===== config.mk =====
export PLATFORM = sky130hd
export DESIGN_NAME = cheby_series_ctrl
export DESIGN_NICKNAME = d
export VERILOG_FILES = /design/src/rtl/cheby_series_ctrl.sv
export SDC_FILE = /design/constraint.sdc
export NUM_CORES = 1
export LEC_CHECK = 0
export ABC_CLOCK_PERIOD_IN_PS = 19550
export CAP_MARGIN = 20
export CORE_MARGIN = 2
export CORE_UTILIZATION = 34
export CTS_BUF_LIST = sky130_fd_sc_hd__clkbuf_2
export DETAILED_ROUTE_END_ITERATION = 7
export GPL_ROUTABILITY_DRIVEN = 1
export PLACE_DENSITY = 0.6
export RECOVER_POWER = 25
export SLEW_MARGIN = 20
export SYNTH_ARGS = -nofsm -noshare
export SYNTH_HDL_FRONTEND = slang
export SYNTH_SLANG_ARGS = --single-unit
export TNS_END_PERCENT = 1

===== constraint.sdc =====
create_clock -name c_clk -period 19.55 [get_ports c_clk]
set_input_delay 3.91 -clock c_clk [delete_from_list [all_inputs] [get_ports c_clk]]
set_output_delay 3.91 -clock c_clk [all_outputs]
set_load 0.1 [all_outputs]

===== src/rtl/cheby_series_ctrl.sv =====
// Chebyshev series sequencer: selects one T ROM on the shared bus, walks k, and
// accumulates y = sum c_k*T_k(x_j) in Q1.15, presenting a saturated result with a valid pulse.
module cheby_series_ctrl #(
  parameter int NUM_X   = 4,
  parameter int SEL_W   = 2,
  parameter int ADDR_W  = 3,
  parameter int N_TERMS = 8,
  parameter int ACC_W   = 36
) (
  input  logic              c_clk,
  input  logic              c_rst,
  input  logic              c_start,
  input  logic [SEL_W-1:0]  i_x_sel,
  input  logic [15:0]       i_coef,
  output logic [ADDR_W-1:0] o_coef_addr,
  output logic [ADDR_W-1:0] o_rom_address,
  output logic              o_rom_read_en,
  output logic [NUM_X-1:0]  o_rom_ce,
  output logic [NUM_X-1:0]  o_rom_tri_output,
  input  logic [15:0]       i_rom_data,
  output logic [15:0]       o_y,
  output logic              o_valid,
  output logic              o_busy,
  output logic              o_err
);

  // state | meaning
  // IDLE  | waiting for c_start, bus released
  // FETCH | selected ROM drives bus, T_k and c_k captured at cycle end
  // MAC   | bus released, acc += c_k*T_k, then next k or DONE
  // DONE  | o_y/o_valid presented for one cycle, still busy
  typedef enum logic [1:0] {S_IDLE, S_FETCH, S_MAC, S_DONE} state_t;

  localparam logic [SEL_W:0]         NUM_X_L = (SEL_W + 1)'(NUM_X);
  localparam logic [ADDR_W-1:0]      K_LAST  = ADDR_W'(N_TERMS - 1);
  localparam logic signed [ACC_W-1:0] Y_MAX  = ACC_W'(32'sd32767);
  localparam logic signed [ACC_W-1:0] Y_MIN  = ACC_W'(-32'sd32768);

  state_t                   state;
  logic [SEL_W-1:0]         sel;
  logic [ADDR_W-1:0]        k;
  logic signed [ACC_W-1:0]  acc;
  logic signed [15:0]       t_reg;
  logic signed [15:0]       c_reg;

  logic signed [31:0]       prod;
  logic signed [ACC_W-1:0]  acc_nxt;
  logic signed [ACC_W-1:0]  acc_shr;
  logic [15:0]              y_sat;
  logic [NUM_X-1:0]         start_mask;
  logic [NUM_X-1:0]         sel_mask;

  assign prod       = c_reg * t_reg;
  assign acc_nxt    = acc + ACC_W'(prod);
  assign acc_shr    = acc_nxt >>> 15;
  assign start_mask = NUM_X'(1) << i_x_sel;
  assign sel_mask   = NUM_X'(1) << sel;

  // Saturation is applied only to the presented result; the accumulator never wraps.
  always_comb begin
    y_sat = acc_shr[15:0];
    if (acc_shr > Y_MAX)      y_sat = 16'h7FFF;
    else if (acc_shr < Y_MIN) y_sat = 16'h8000;
  end

  always_ff @(posedge c_clk) begin
    if (c_rst) begin
      state            <= S_IDLE;
      sel              <= '0;
      k                <= '0;
      acc              <= '0;
      t_reg            <= '0;
      c_reg            <= '0;
      o_coef_addr      <= '0;
      o_rom_address    <= '0;
      o_rom_read_en    <= 1'b0;
      o_rom_ce         <= '0;
      o_rom_tri_output <= '1;
      o_y              <= '0;
      o_valid          <= 1'b0;
      o_busy           <= 1'b0;
      o_err            <= 1'b0;
    end else begin
      o_valid <= 1'b0;
      o_err   <= 1'b0;
      case (state)
        S_IDLE: begin
          if (c_start) begin
            if ({1'b0, i_x_sel} < NUM_X_L) begin
              sel              <= i_x_sel;
              acc              <= '0;
              k                <= '0;
              o_coef_addr      <= '0;
              o_rom_address    <= '0;
              o_rom_read_en    <= 1'b1;
              o_rom_ce         <= start_mask;
              o_rom_tri_output <= ~start_mask;
              o_busy           <= 1'b1;
              state            <= S_FETCH;
            end else begin
              o_err <= 1'b1;
            end
          end
        end
        S_FETCH: begin
          t_reg            <= i_rom_data;
          c_reg            <= i_coef;
          o_rom_read_en    <= 1'b0;
          o_rom_ce         <= '0;
          o_rom_tri_output <= '1;
          state            <= S_MAC;
        end
        S_MAC: begin
          acc <= acc_nxt;
          if (k == K_LAST) begin
            o_y     <= y_sat;
            o_valid <= 1'b1;
            state   <= S_DONE;
          end else begin
            k                <= k + ADDR_W'(1);
            o_coef_addr      <= k + ADDR_W'(1);
            o_rom_address    <= k + ADDR_W'(1);
            o_rom_read_en    <= 1'b1;
            o_rom_ce         <= sel_mask;
            o_rom_tri_output <= ~sel_mask;
            state            <= S_FETCH;
          end
        end
        S_DONE: begin
          o_busy <= 1'b0;
          state  <= S_IDLE;
        end
        default: state <= S_IDLE;
      endcase
    end
  end

endmodule


==> results of run 1 <==
[cells by family after synthesis]
logic type | share of synthesized area, %
compound gates | 9.30
flops | 12.8
fa+ha+maj | 48.1
xor+xnor | 2.14
mux | 2.20
other cells | 0.0234
simple gates | 14.3
buf+inv | 11.2
[worst max-delay path, stage by stage]
cell,delay (ns)
sky130_fd_sc_hd__clkbuf_1,1.57
sky130_fd_sc_hd__clkbuf_1,2.52
sky130_fd_sc_hd__nor2_1,0.16
sky130_fd_sc_hd__nand2_1,0.19
sky130_fd_sc_hd__o32ai_2,0.09
[Yosys cell counts, drive strengths merged, types with 7 or more instances]
master  instances  area share, %
a22oi          36            1.7
a211oi          8           0.45
nor3            7           0.25
a21o           18           0.84
buf            15           0.56
inv           386            9.0
mux2i          34            2.1
a21oi          41            1.3
a31oi           8           0.31
clkbuf         70            1.6
o32ai          15            1.3
fa            314             39
xnor2          22            1.2
and2          129            5.0
ha            113            8.8
nor2          146            3.4
nand4           7           0.27
o21a            8           0.38
o21ai          28           0.95
nand3          10           0.31
nand2b         10           0.39
dfxtp         102             13
xor2           15           0.94
nand2         163            3.8
[worst paths after layout]
check / end / slack (ns) / cells past startpoint
worst max-delay path: o_y[10] / 11.46 / 5
worst min-delay path: acc[35] / 0.50 / 2
worst max register to register: o_y[12] / 11.87 / 23
worst min register to register: acc[35] / 0.50 / 2
[final cells by class]
| cell class | count | area, um2 | area share [%] |
|---|---|---|---|
| clock buffers | 10 | 50.0 | 0.289 |
| repair buffers | 75 | 746 | 4.31 |
| multi-input cells | 1184 | 12200 | 70.4 |
| flip-flops and latches | 102 | 2040 | 11.8 |
| inverters | 386 | 1450 | 8.37 |
| clock inverters | 6 | 86.3 | 0.499 |
| well taps | 607 | 759 | 4.39 |
[where the power goes]
| part | leakage, nW | total, mW | internal [mW] | switching (mW) |
|---|---|---|---|---|
| registers | 0.829 | 0.272 | 0.223 | 0.0491 |
| clock network | 0.0837 | 0.122 | 0.0345 | 0.0874 |
| logic | 7.74 | 0.478 | 0.178 | 0.300 |
| total | 8.66 | 0.872 | 0.436 | 0.437 |
[metal layers]
layer  GRT usage (%)  vias to the layer above  share of wire, %
met1            21.1                     5971                45
met2            28.5                      177                51
met4            2.51                        0               1.3
met5               0                        -                 0
li1                -                     5348                 -
met3            1.90                       29               2.9
[placed cells by master, fill, tap and decap left out, types with 14 or more instances in the layout]
cell / netlist / routed
sky130_fd_sc_hd__a21o_1: 18 / 18
sky130_fd_sc_hd__dlygate4sd3_1: 0 / 20
sky130_fd_sc_hd__ha_1: 113 / 112
sky130_fd_sc_hd__nand2_1: 163 / 163
sky130_fd_sc_hd__clkdlybuf4s50_1: 0 / 48
sky130_fd_sc_hd__a21oi_1: 41 / 41
sky130_fd_sc_hd__xnor2_1: 22 / 22
sky130_fd_sc_hd__dfxtp_1: 102 / 102
sky130_fd_sc_hd__and2_1: 129 / 129
sky130_fd_sc_hd__inv_1: 386 / 386
sky130_fd_sc_hd__mux2i_1: 34 / 34
sky130_fd_sc_hd__o21ai_0: 25 / 24
sky130_fd_sc_hd__fa_1: 314 / 314
sky130_fd_sc_hd__xor2_1: 14 / 14
sky130_fd_sc_hd__a22oi_1: 36 / 36
sky130_fd_sc_hd__nor2_1: 146 / 146
[per-stage QoR]
step	total power, mW	instance area [um2]	hold WS, ns
5_1_grt	0.946	17300	0.534
3_3_place_gp	0.747	17200	0.449
4_1_cts	0.883	17300	0.501
6_report	0.872	17300	0.496
2_1_floorplan	0.621	16000	0.436
3_5_place_dp	0.757	17200	0.455
==> Flow_metrics.wiki, run 1 <==
{| class="wikitable"
! Metric !! Value
|-
| Worst setup path category || in2reg
|-
| Count of flip-flops with a built-in enable after synthesis || 0
|-
| # hold bufs at CTS || 0
|-
| Max reg flops || 36
|-
| Routed WL per cell || 16.0 um
|-
| Vias in the first global route || 12300
|-
| Synthesized area || 0.0160 mm2
|-
| Arrival time worst endpoint || 8.50 ns
|-
| Clock tree from TritonCTS || yes
|-
| Area grow syn2layout || 8.13%
|-
| Iteration-0 DRC Markers || 448
|-
| Result of the run || finished, violations left
|-
| Total clock buffers created by CTS || 9
|-
| First-pass GRT wire length || 63400 um
|-
| Number of nets with antenna violations after detailed routing || 0
|-
| Worst setup skew after layout || 0.0456 ns
|-
| Core ar. || 0.0466 mm2
|-
| Pwr/cell area || 50.4 mW/mm2
|-
| Leakage power || 8.66 nW
|-
| Mean Syn Cell Area || 9.12 um2
|-
| Final core area utilization || 37.2%
|-
| Maximum clock path buffer count || 2
|-
| Synthesized net count || 2221
|-
| Accumulated negative setup slack || 0 ns
|-
| Clock Sink Count || 102
|-
| Transition time at the pin with the least slew margin || 3.43 ns
|-
| Number of instances resized during post-cts repair || 0
|-
| Upper clock frequency limit || 124 MHz
|-
| Worst voltage drop across the vdd grid || 0.0000364 V
|-
| Count of boundary I/O pins || 71
|-
| Startpoint of the most critical setup path || c_rst
|-
| Synth async-reset ratio || 0%
|-
| Layout Nets || 2222
|-
| Total Wirelength || 38000 um
|-
| Iteration count of the initial detailed-routing pass || 5
|-
| Hold Crit Class || reg2reg
|-
| Reg with most FFs || acc
|-
| Portion of the clock cycle consumed by the worst path in the final layout || 41.4%
|-
| Kind of launch point of the worst setup path || primary input
|-
| Count of buffers added by post-CTS timing repair for setup || 0
|-
| Register area share after synthesis || 12.8%
|-
| Pin count of the biggest net entering global routing || 69
|-
| Start point of the worst hold path || acc[35]
|-
| Height of the die || 221 um
|-
| Final HPWL from detailed placement || 31100 um
|-
| Worst setup slack after layout || 11.46 ns
|-
| Max-capacitance violation count || 2
|-
| Number of cells produced by synthesis || 1757
|-
| Synthesized flop and latch total || 102
|-
| Overall Global Routing Usage || 16.0%
|-
| Hold Violations, Final || 0
|-
| Critical path capture point type || flip-flop
|-
| Setup-violating endpoint count in the final report || 0
|-
| Data required time at the worst endpoint || 19.96 ns
|-
| Total die area || 0.0489 mm2
|-
| Relative slew margins || -129%
|-
| RePlAce Congestion || 0.852
|-
| Number of H-tree levels || 3
|-
| Worst Path Max Fanout || 68
|-
| Count of antenna diodes in the layout || 0
|-
| Pre-CTS setup slack || 12.05 ns
|-
| Clock latency on the worst-skew pair || 0.64 ns
|-
| Antenna violations before repair || 0
|-
| Chip Width || 221 um
|-
| Cell count after placement || 2354
|-
| Flip-flop cell with the highest count after synthesis || sky130_fd_sc_hd__dfxtp_1
|-
| RSZ-0062 raised after global routing || false
|-
| Via density per instance || 4.86
|-
| Effective utilization at floorplan || 34.4%
|-
| Post-Layout Cell Count || 2370
|-
| Number of unique standard cell types used by synthesis || 64
|-
| CTS clock-pin slew for the worst setup and hold paths || 0.33 ns
|-
| Remaining routing DRC violations || 0
|-
| Reg-to-Reg Start || t_reg[2]
|-
| Failing checks || capacitance limit, slew limit
|-
| # fillers || 4742
|-
| Number of placement rows || 79
|-
| Max-slew violation count || 120
|-
| Clock tree root driver cell || sky130_fd_sc_hd__clkbuf_2
|-
| Time the worst path needs with I/O delays and setup || 8.09 ns
|-
| Total via count in the routed design || 11500
|-
| Synthesis warning total || 0
|-
| IO Port Bufs || 69
|-
| Share of layout cells above drive strength 1 || 2.78%
|-
| Total congestion overflow after global routing || 0
|}
(Power assumes the default switching activity.)
==> run 2, diff against run 1 <==
--- a/config.mk
+++ b/config.mk
@@ -5,7 +5,7 @@
 export SDC_FILE = /design/constraint.sdc
 export NUM_CORES = 1
 export LEC_CHECK = 0
-export ABC_CLOCK_PERIOD_IN_PS = 19550
+export ABC_CLOCK_PERIOD_IN_PS = 7500
 export CAP_MARGIN = 20
 export CORE_MARGIN = 2
 export CORE_UTILIZATION = 34
==> constraint.sdc (replaced) <==
create_clock -name c_clk -period 7.5 [get_ports c_clk]
set_input_delay 1.5 -clock c_clk [delete_from_list [all_inputs] [get_ports c_clk]]
set_output_delay 1.5 -clock c_clk [all_outputs]
set_load 0.1 [all_outputs]
==> run 2 against run 1 <==
Effect of this change:
- worst hold slack got worse by 0.0036 ns
- flip-flop and latch count unchanged
- cell area increased by 2.0%
- clock skew decreased by 0.020 ns
- utilization increased by 0.76 points
- non-clock buffer count increased by 43
- sequential share of layout area decreased by 0.18 points
- global-route usage increased by 0.45 points
- wire length increased by 2.3%
- the run still ends with capacitance limit, slew limit left
- clock power increased to 2.5 times the previous value
- worst setup slack got worse by 11 ns
==> Flow_metrics.wiki, run 2 (same netlist as run 1, synthesis figures left out) <==
{| class="wikitable"
! Metric !! Value
|-
| IO Port Bufs || 69
|-
| Met2 WL post-DR || 19400 um
|-
| Kind of launch point of the worst setup path || flip-flop
|-
| Antenna violations before repair || 1
|-
| Hold Crit Class || reg2reg
|-
| RSZ-0062 raised after global routing || false
|-
| Portion of the clock cycle consumed by the worst path in the final layout || 94.5%
|-
| Number of placement rows || 79
|-
| Count of antenna diodes in the layout || 0
|-
| Transition time at the pin with the least slew margin || 1.79 ns
|-
| Final HPWL from detailed placement || 32600 um
|-
| Vias in the first global route || 12200
|-
| Total die area || 0.0489 mm2
|-
| Routed WL per cell || 16.1 um
|-
| Clock tree root driver cell || sky130_fd_sc_hd__clkbuf_2
|-
| CTS clock-pin slew for the worst setup and hold paths || 0.33 ns
|-
| Internal power || 1.18 mW
|-
| Slowest stage delay, CP || 0.78 ns
|-
| Cell count after placement || 2396
|-
| Fraction of power consumed by combinational cells || 57.5%
|-
| Time the worst path needs with I/O delays and setup || 7.09 ns
|-
| Upper clock frequency limit || 141 MHz
|-
| RePlAce Congestion || 0.920
|-
| Remaining routing DRC violations || 0
|-
| Share of layout cells above drive strength 1 || 5.43%
|-
| First-pass GRT wire length || 64600 um
|-
| Pwr/cell area || 131 mW/mm2
|-
| Number of H-tree levels || 3
|-
| Max reg flops || 36
|-
| Core ar. || 0.0466 mm2
|-
| Worst-path cell with the longest stage delay || sky130_fd_sc_hd__dfxtp_1
|-
| Clock latency on the worst-skew pair || 0.64 ns
|-
| Critical path capture point type || flip-flop
|-
| Switching power total || 1.15 mW
|-
| Result of the run || finished, violations left
|-
| Clock Sink Count || 102
|-
| Part of the power in the clock network || 13.3%
|-
| Overall Global Routing Usage || 16.4%
|-
| Chip Width || 221 um
|-
| Total via count in the routed design || 11600
|-
| Clock tree from TritonCTS || yes
|-
| Total congestion overflow after global routing || 0
|-
| Top Family by Delay on Critical Path || adder cells
|-
| Max-slew violation count || 62
|-
| Iteration-0 DRC Markers || 668
|-
| Pin count of the biggest net entering global routing || 84
|-
| Routed length on met3 || 1240 um
|-
| Most used cells in the layout excluding fill and tap cells || sky130_fd_sc_hd__inv_1 (386), sky130_fd_sc_hd__fa_1 (314), sky130_fd_sc_hd__nand2_1 (163)
|-
| Failing checks || capacitance limit, slew limit
|-
| Effective utilization at floorplan || 34.4%
|-
| Hold Violations, Final || 0
|-
| Via density per instance || 4.82
|-
| Setup-violating endpoint count in the final report || 0
|-
| Worst voltage drop across the vdd grid || 0.0000938 V
|-
| Maximum clock path buffer count || 2
|-
| Accumulated negative setup slack || 0 ns
|-
| Count of boundary I/O pins || 71
|-
| Worst setup skew after layout || 0.0251 ns
|-
| Relative slew margins || -19.5%
|-
| Total Wirelength || 38800 um
|-
| Data required time at the worst endpoint || 8.07 ns
|-
| Reg with most FFs || acc
|-
| Area grow syn2layout || 10.3%
|-
| Non-Filler Cell Area, Final || 0.0177 mm2
|-
| Worst setup path category || reg2reg
|-
| Metal-1 WL || 17300 um
|-
| Most common cell on crit path || sky130_fd_sc_hd__fa_1
|-
| Number of nets with antenna violations after detailed routing || 0
|-
| Post-Layout Cell Count || 2413
|-
| Layout Nets || 2265
|-
| Ordered cell list for the critical path || nand2_1, fa_1, inv_1, fa_1, inv_1, fa_1, inv_1, fa_1, fa_1, inv_1, fa_1, inv_1, ha_1, a21oi_1, o21ai_0, a2111o_1, nor2_1, a211oi_4, a211o_2, o21ai_2, o21ai_4, buf_12, o32ai_1
|-
| Arrival time worst endpoint || 7.66 ns
|-
| Sequential cell fraction of total power || 29.2%
|-
| Total clock buffers created by CTS || 9
|-
| Max-capacitance violation count || 2
|-
| Height of the die || 221 um
|-
| Placed Area || 0.0175 mm2
|-
| Iteration count of the initial detailed-routing pass || 5
|-
| Critical path buffers and inverters || 6
|-
| Max layer used || met4
|-
| Leading cell type in the layout, fill and taps excluded || sky130_fd_sc_hd__inv_1
|-
| Worst Path Max Fanout || 17
|-
| Leakage power || 8.88 nW
|-
| Switching power as a share of total power || 49.4%
|}
## run 2: cell count changes in the layout (fill, tap and decap cells not counted), moves of 2 or more
cell	before	now
sky130_fd_sc_hd__dfxtp_2	0	7
sky130_fd_sc_hd__dfxtp_1	102	95
sky130_fd_sc_hd__clkdlybuf4s50_1	48	68
sky130_fd_sc_hd__inv_8	2	0
sky130_fd_sc_hd__buf_4	4	46
sky130_fd_sc_hd__dlygate4sd3_1	20	0
## run 2: path summary, 6_finish.rpt
| path | from | end | slack (ns) | cells past startpoint |
|---|---|---|---|---|
| worst max-delay path | t_reg[3] | o_y[1] | 0.41 | 23 |
| worst max register to register | t_reg[3] | o_y[1] | 0.41 | 23 |
| worst min register to register | acc[35] | acc[35] | 0.49 | 2 |
| worst min-delay path | acc[35] | acc[35] | 0.49 | 2 |
## run 2: routing by layer
metal / GRT usage, % / up-vias
met1: 22.2 / 5962
met4: 3.57 / 0
met3: 1.66 / 33
li1: - / 5445
met2: 28.5 / 201
met5: 0 / -
## run 2: per-stage QoR
step / power (mW) / hold slack [ns] / setup WS (ns) / utilization, %
2_1_floorplan: 1.62 / 0.436 / 0.944 / -
5_1_grt: 2.52 / 0.505 / 0.0451 / 38.0
4_1_cts: 2.34 / 0.493 / 0.0600 / 37.9
6_report: 2.32 / 0.492 / 0.410 / 38.0
3_5_place_dp: 2.02 / 0.462 / 0.103 / 37.6
3_3_place_gp: 2.00 / 0.455 / 0.256 / 37.5
## run 2: area by class of cell
type	count	area (um2)
fill	4665	28900
multi-input combinational	1184	12200
sequential	102	2050
inverter	386	1450
timing repair buffer	118	1080
tap	607	759
clock inverter	7	93.8
clock buffer	9	45.0
## run 2: worst reg2reg max path: stages (launching register included)
cell and delay [ns]:
sky130_fd_sc_hd__dfxtp_1 0.78, sky130_fd_sc_hd__nand2_1 0.15, sky130_fd_sc_hd__fa_1 0.63, sky130_fd_sc_hd__inv_1 0.15, sky130_fd_sc_hd__fa_1 0.50, sky130_fd_sc_hd__inv_1 0.05, sky130_fd_sc_hd__fa_1 0.50, sky130_fd_sc_hd__inv_1 0.05
sky130_fd_sc_hd__fa_1 0.48, sky130_fd_sc_hd__fa_1 0.49, sky130_fd_sc_hd__inv_1 0.05, sky130_fd_sc_hd__fa_1 0.47, sky130_fd_sc_hd__inv_1 0.04, sky130_fd_sc_hd__ha_1 0.36, sky130_fd_sc_hd__a21oi_1 0.21, sky130_fd_sc_hd__o21ai_0 0.17
sky130_fd_sc_hd__a2111o_1 0.46, sky130_fd_sc_hd__nor2_1 0.28, sky130_fd_sc_hd__a211oi_4 0.14, sky130_fd_sc_hd__a211o_2 0.35, sky130_fd_sc_hd__o21ai_2 0.22, sky130_fd_sc_hd__o21ai_4 0.09, sky130_fd_sc_hd__buf_12 0.16, sky130_fd_sc_hd__o32ai_1 0.26
## run 2: power groups by stage
| stage | logic, mW | clock network (mW) | registers (mW) |
|---|---|---|---|
| CTS | 1.35 | 0.321 | 0.677 |
| detailed placement | 1.34 | 0 | 0.687 |
| global route | 1.49 | 0.344 | 0.686 |
| global placement | 1.31 | 0 | 0.685 |
| finish | 1.34 | 0.309 | 0.677 |
| floorplan | 0.925 | 0 | 0.693 |
## run 2: repair_timing
action | CTS | global route
endpoints found under the setup margin | 0 | 15
setup buffers | 0 | 1
resized for setup | 0 | 8
hold buffers | 0 | 0
==> run 3, diff against run 2 <==
--- a/config.mk
+++ b/config.mk
@@ -7,11 +7,10 @@
 export LEC_CHECK = 0
 export ABC_CLOCK_PERIOD_IN_PS = 7500
 export CAP_MARGIN = 20
-export CORE_MARGIN = 2
 export CORE_UTILIZATION = 34
 export CTS_BUF_LIST = sky130_fd_sc_hd__clkbuf_2
 export DETAILED_ROUTE_END_ITERATION = 7
-export GPL_ROUTABILITY_DRIVEN = 1
+export GPL_ROUTABILITY_DRIVEN = 0
 export PLACE_DENSITY = 0.6
 export RECOVER_POWER = 25
 export SLEW_MARGIN = 20
==> run 3 against run 2 <==
Effect of this change:
- the run still ends with capacitance limit, slew limit left
- sequential share of layout area about the same
- largest power group unchanged
- first-iteration DRC count decreased by 8.2%
- critical endpoint is now o_y[4]
- cell area decreased by 0.28%
- flip-flop and latch count did not move
- sequential power fell by 0.9%
==> Flow_metrics.wiki, run 3 (same netlist as run 1, synthesis figures left out) <==
{| class="wikitable"
! Metric !! Value
|-
| First-pass GRT wire length || 66700 um
|-
| Overall Global Routing Usage || 17.8%
|-
| Worst Hold Depth || 2
|-
| Routed WL per cell || 16.5 um
|-
| Chip Width || 219 um
|-
| RSZ-0062 raised after global routing || false
|-
| Maximum clock path buffer count || 2
|-
| Critical path capture point type || flip-flop
|-
| Data required time at the worst endpoint || 8.08 ns
|-
| Via density per instance || 4.83
|-
| Clock Sink Count || 102
|-
| Time the worst path needs with I/O delays and setup || 7.17 ns
|-
| Clock tree root driver cell || sky130_fd_sc_hd__clkbuf_2
|-
| Total clock buffers created by CTS || 9
|-
| Upper clock frequency limit || 140 MHz
|-
| Setup-violating endpoint count in the final report || 0
|-
| Pwr/cell area || 132 mW/mm2
|-
| Count of buffers added by post-CTS timing repair for setup || 0
|-
| Number of placement rows || 79
|-
| Arrival time worst endpoint || 7.74 ns
|-
| IO Port Bufs || 69
|-
| Worst reg2reg setup slack || 0.33 ns
|-
| Failing checks || capacitance limit, slew limit
|-
| Number of nets with antenna violations after detailed routing || 0
|-
| Placed Area || 0.0175 mm2
|-
| Worst setup path category || reg2reg
|-
| Worst setup skew after layout || 0.0378 ns
|-
| Area grow syn2layout || 10.0%
|-
| Total congestion overflow after global routing || 0
|-
| Share of layout cells above drive strength 1 || 5.11%
|-
| End point of the most critical hold path || o_y[15]
|-
| Worst voltage drop across the vdd grid || 0.0000883 V
|-
| Count of antenna diodes in the layout || 0
|-
| Capturing point of the worst reg2reg path || o_y[4]
|-
| Clock tree from TritonCTS || yes
|-
| Reg with most FFs || acc
|-
| Total via count in the routed design || 11600
|-
| Height of the die || 219 um
|-
| Ordered cell list for the critical path || buf_4, nand2_1, fa_1, inv_1, fa_1, inv_1, fa_1, inv_1, fa_1, fa_1, inv_1, fa_1, inv_1, ha_1, nand4_1, or3_1, a311o_2, a211oi_4, o21a_2, o211ai_1, o21ai_4, o32ai_1
|-
| Worst-path cell with the longest stage delay || sky130_fd_sc_hd__dfxtp_1
|-
| Core ar. || 0.0465 mm2
|-
| Most used cells in the layout excluding fill and tap cells || sky130_fd_sc_hd__inv_1 (386), sky130_fd_sc_hd__fa_1 (314), sky130_fd_sc_hd__nand2_1 (163)
|-
| Result of the run || finished, violations left
|-
| Antenna violations before repair || 0
|-
| Relative slew margins || -35.3%
|-
| Remaining routing DRC violations || 0
|-
| Worst Path Max Fanout || 15
|-
| Iteration-0 DRC Markers || 613
|-
| Hold Violations, Final || 0
|-
| # fillers || 4701
|-
| Final HPWL from detailed placement || 33100 um
|-
| Reg-to-Reg Start || t_reg[9]
|-
| Transition time at the pin with the least slew margin || 2.03 ns
|-
| Start point of the worst hold path || o_y[15]
|-
| Non-Filler Cell Area, Final || 0.0176 mm2
|-
| Leakage power || 8.85 nW
|-
| Accumulated negative setup slack || 0 ns
|-
| Kind of launch point of the worst setup path || flip-flop
|-
| Worst setup slack after layout || 0.335 ns
|-
| Hold Crit Class || reg2reg
|-
| Vias in the first global route || 12700
|-
| Iteration count of the initial detailed-routing pass || 5
|-
| Count of boundary I/O pins || 71
|-
| Most common cell on crit path || sky130_fd_sc_hd__fa_1
|-
| Clock latency on the worst-skew pair || 0.70 ns
|-
| Slowest stage delay, CP || 0.88 ns
|-
| Layout Nets || 2261
|-
| Leading cell type in the layout, fill and taps excluded || sky130_fd_sc_hd__inv_1
|-
| Cell count of the worst reg-to-reg path || 22
|-
| # hold bufs at CTS || 0
|-
| Max-slew violation count || 60
|-
| Pre-CTS setup slack || 0.118 ns
|-
| Pin count of the biggest net entering global routing || 86
|-
| Max reg flops || 36
|-
| Total Wirelength || 39900 um
|-
| Portion of the clock cycle consumed by the worst path in the final layout || 95.5%
|-
| Max-capacitance violation count || 2
|-
| Effective utilization at floorplan || 34.5%
|-
| CTS clock-pin slew for the worst setup and hold paths || 0.34 ns
|-
| Number of H-tree levels || 3
|-
| Total die area || 0.0480 mm2
|}
-- run 3: changes by cell type in the layout (fill, tap and decap cells not counted), moves of 2 or more --
cell / before / now
sky130_fd_sc_hd__buf_4: 46 / 42
sky130_fd_sc_hd__inv_6: 3 / 0
sky130_fd_sc_hd__clkinv_4: 0 / 2
sky130_fd_sc_hd__dfxtp_1: 95 / 97
sky130_fd_sc_hd__dfxtp_2: 7 / 5
sky130_fd_sc_hd__inv_8: 0 / 2
-- run 3: worst max path at each step --
stage	cells past startpoint	startpoint	endpoint	slack, ns
3_3_place_gp	23	t_reg[2]	o_y[2]	0.32
5_1_grt	22	t_reg[9]	o_y[4]	0.005
2_1_floorplan	25	t_reg[7]	o_y[10]	0.94
3_5_place_dp	21	t_reg[5]	o_y[4]	0.12
4_1_cts	21	t_reg[5]	o_y[4]	0.10
6_report	22	t_reg[9]	o_y[4]	0.33
-- run 3: worst max-delay path, delay by kind of cell (launching register included) --
family	cells	cell delay, ns
AOI/OAI and AO/OA	6	1.86
adders and majority gates	7	3.09
buffers and inverters	6	0.61
DFF	1	0.88
and+or+nand+nor	3	0.63
-- run 3: timing repair --
item | 4_1_cts | 5_1_grt
resized for setup | 0 | 6
endpoints found under the setup margin | 0 | 15
endpoints found under the hold margin | 0 | 0
-- run 3: cell type report --
cell class / count / area [um2] / area share, %
multi-input combinational: 1184 / 12200 / 69.2
sequential: 102 / 2050 / 11.6
clock buffer: 9 / 45.0 / 0.256
tap: 607 / 759 / 4.31
inverter: 386 / 1450 / 8.22
clock inverter: 7 / 77.6 / 0.440
timing repair buffer: 114 / 1050 / 5.96
-- run 3: layer usage --
| metal | track usage, % | part of all wire, % | vias to the layer above |
|---|---|---|---|
| met3 | 1.77 | 3.4 | 37 |
| li1 | - | - | 5427 |
| met4 | 4.28 | 2.2 | 0 |
| met5 | 0 | 0 | - |
| met1 | 23.1 | 43 | 5978 |
| met2 | 31.8 | 51 | 202 |
-- run 3: per-stage QoR --
stage / hold WS [ns] / cells / power, mW / util [%]
global placement: 0.458 / 2392 / 2.01 / 37.6
CTS: 0.484 / 2408 / 2.35 / 37.9
finish: 0.486 / 2409 / 2.33 / 37.9
detailed placement: 0.452 / 2392 / 2.04 / 37.6
floorplan: 0.436 / 1757 / 1.62 / -
global route: 0.496 / 2409 / 2.53 / 37.9
-- run 3: report_power, final --
| part | total [mW] | switching, mW | internal (mW) |
|---|---|---|---|
| logic | 1.37 | 0.856 | 0.511 |
| clock network | 0.295 | 0.238 | 0.0564 |
| registers | 0.671 | 0.0881 | 0.583 |
| total | 2.33 | 1.18 | 1.15 |
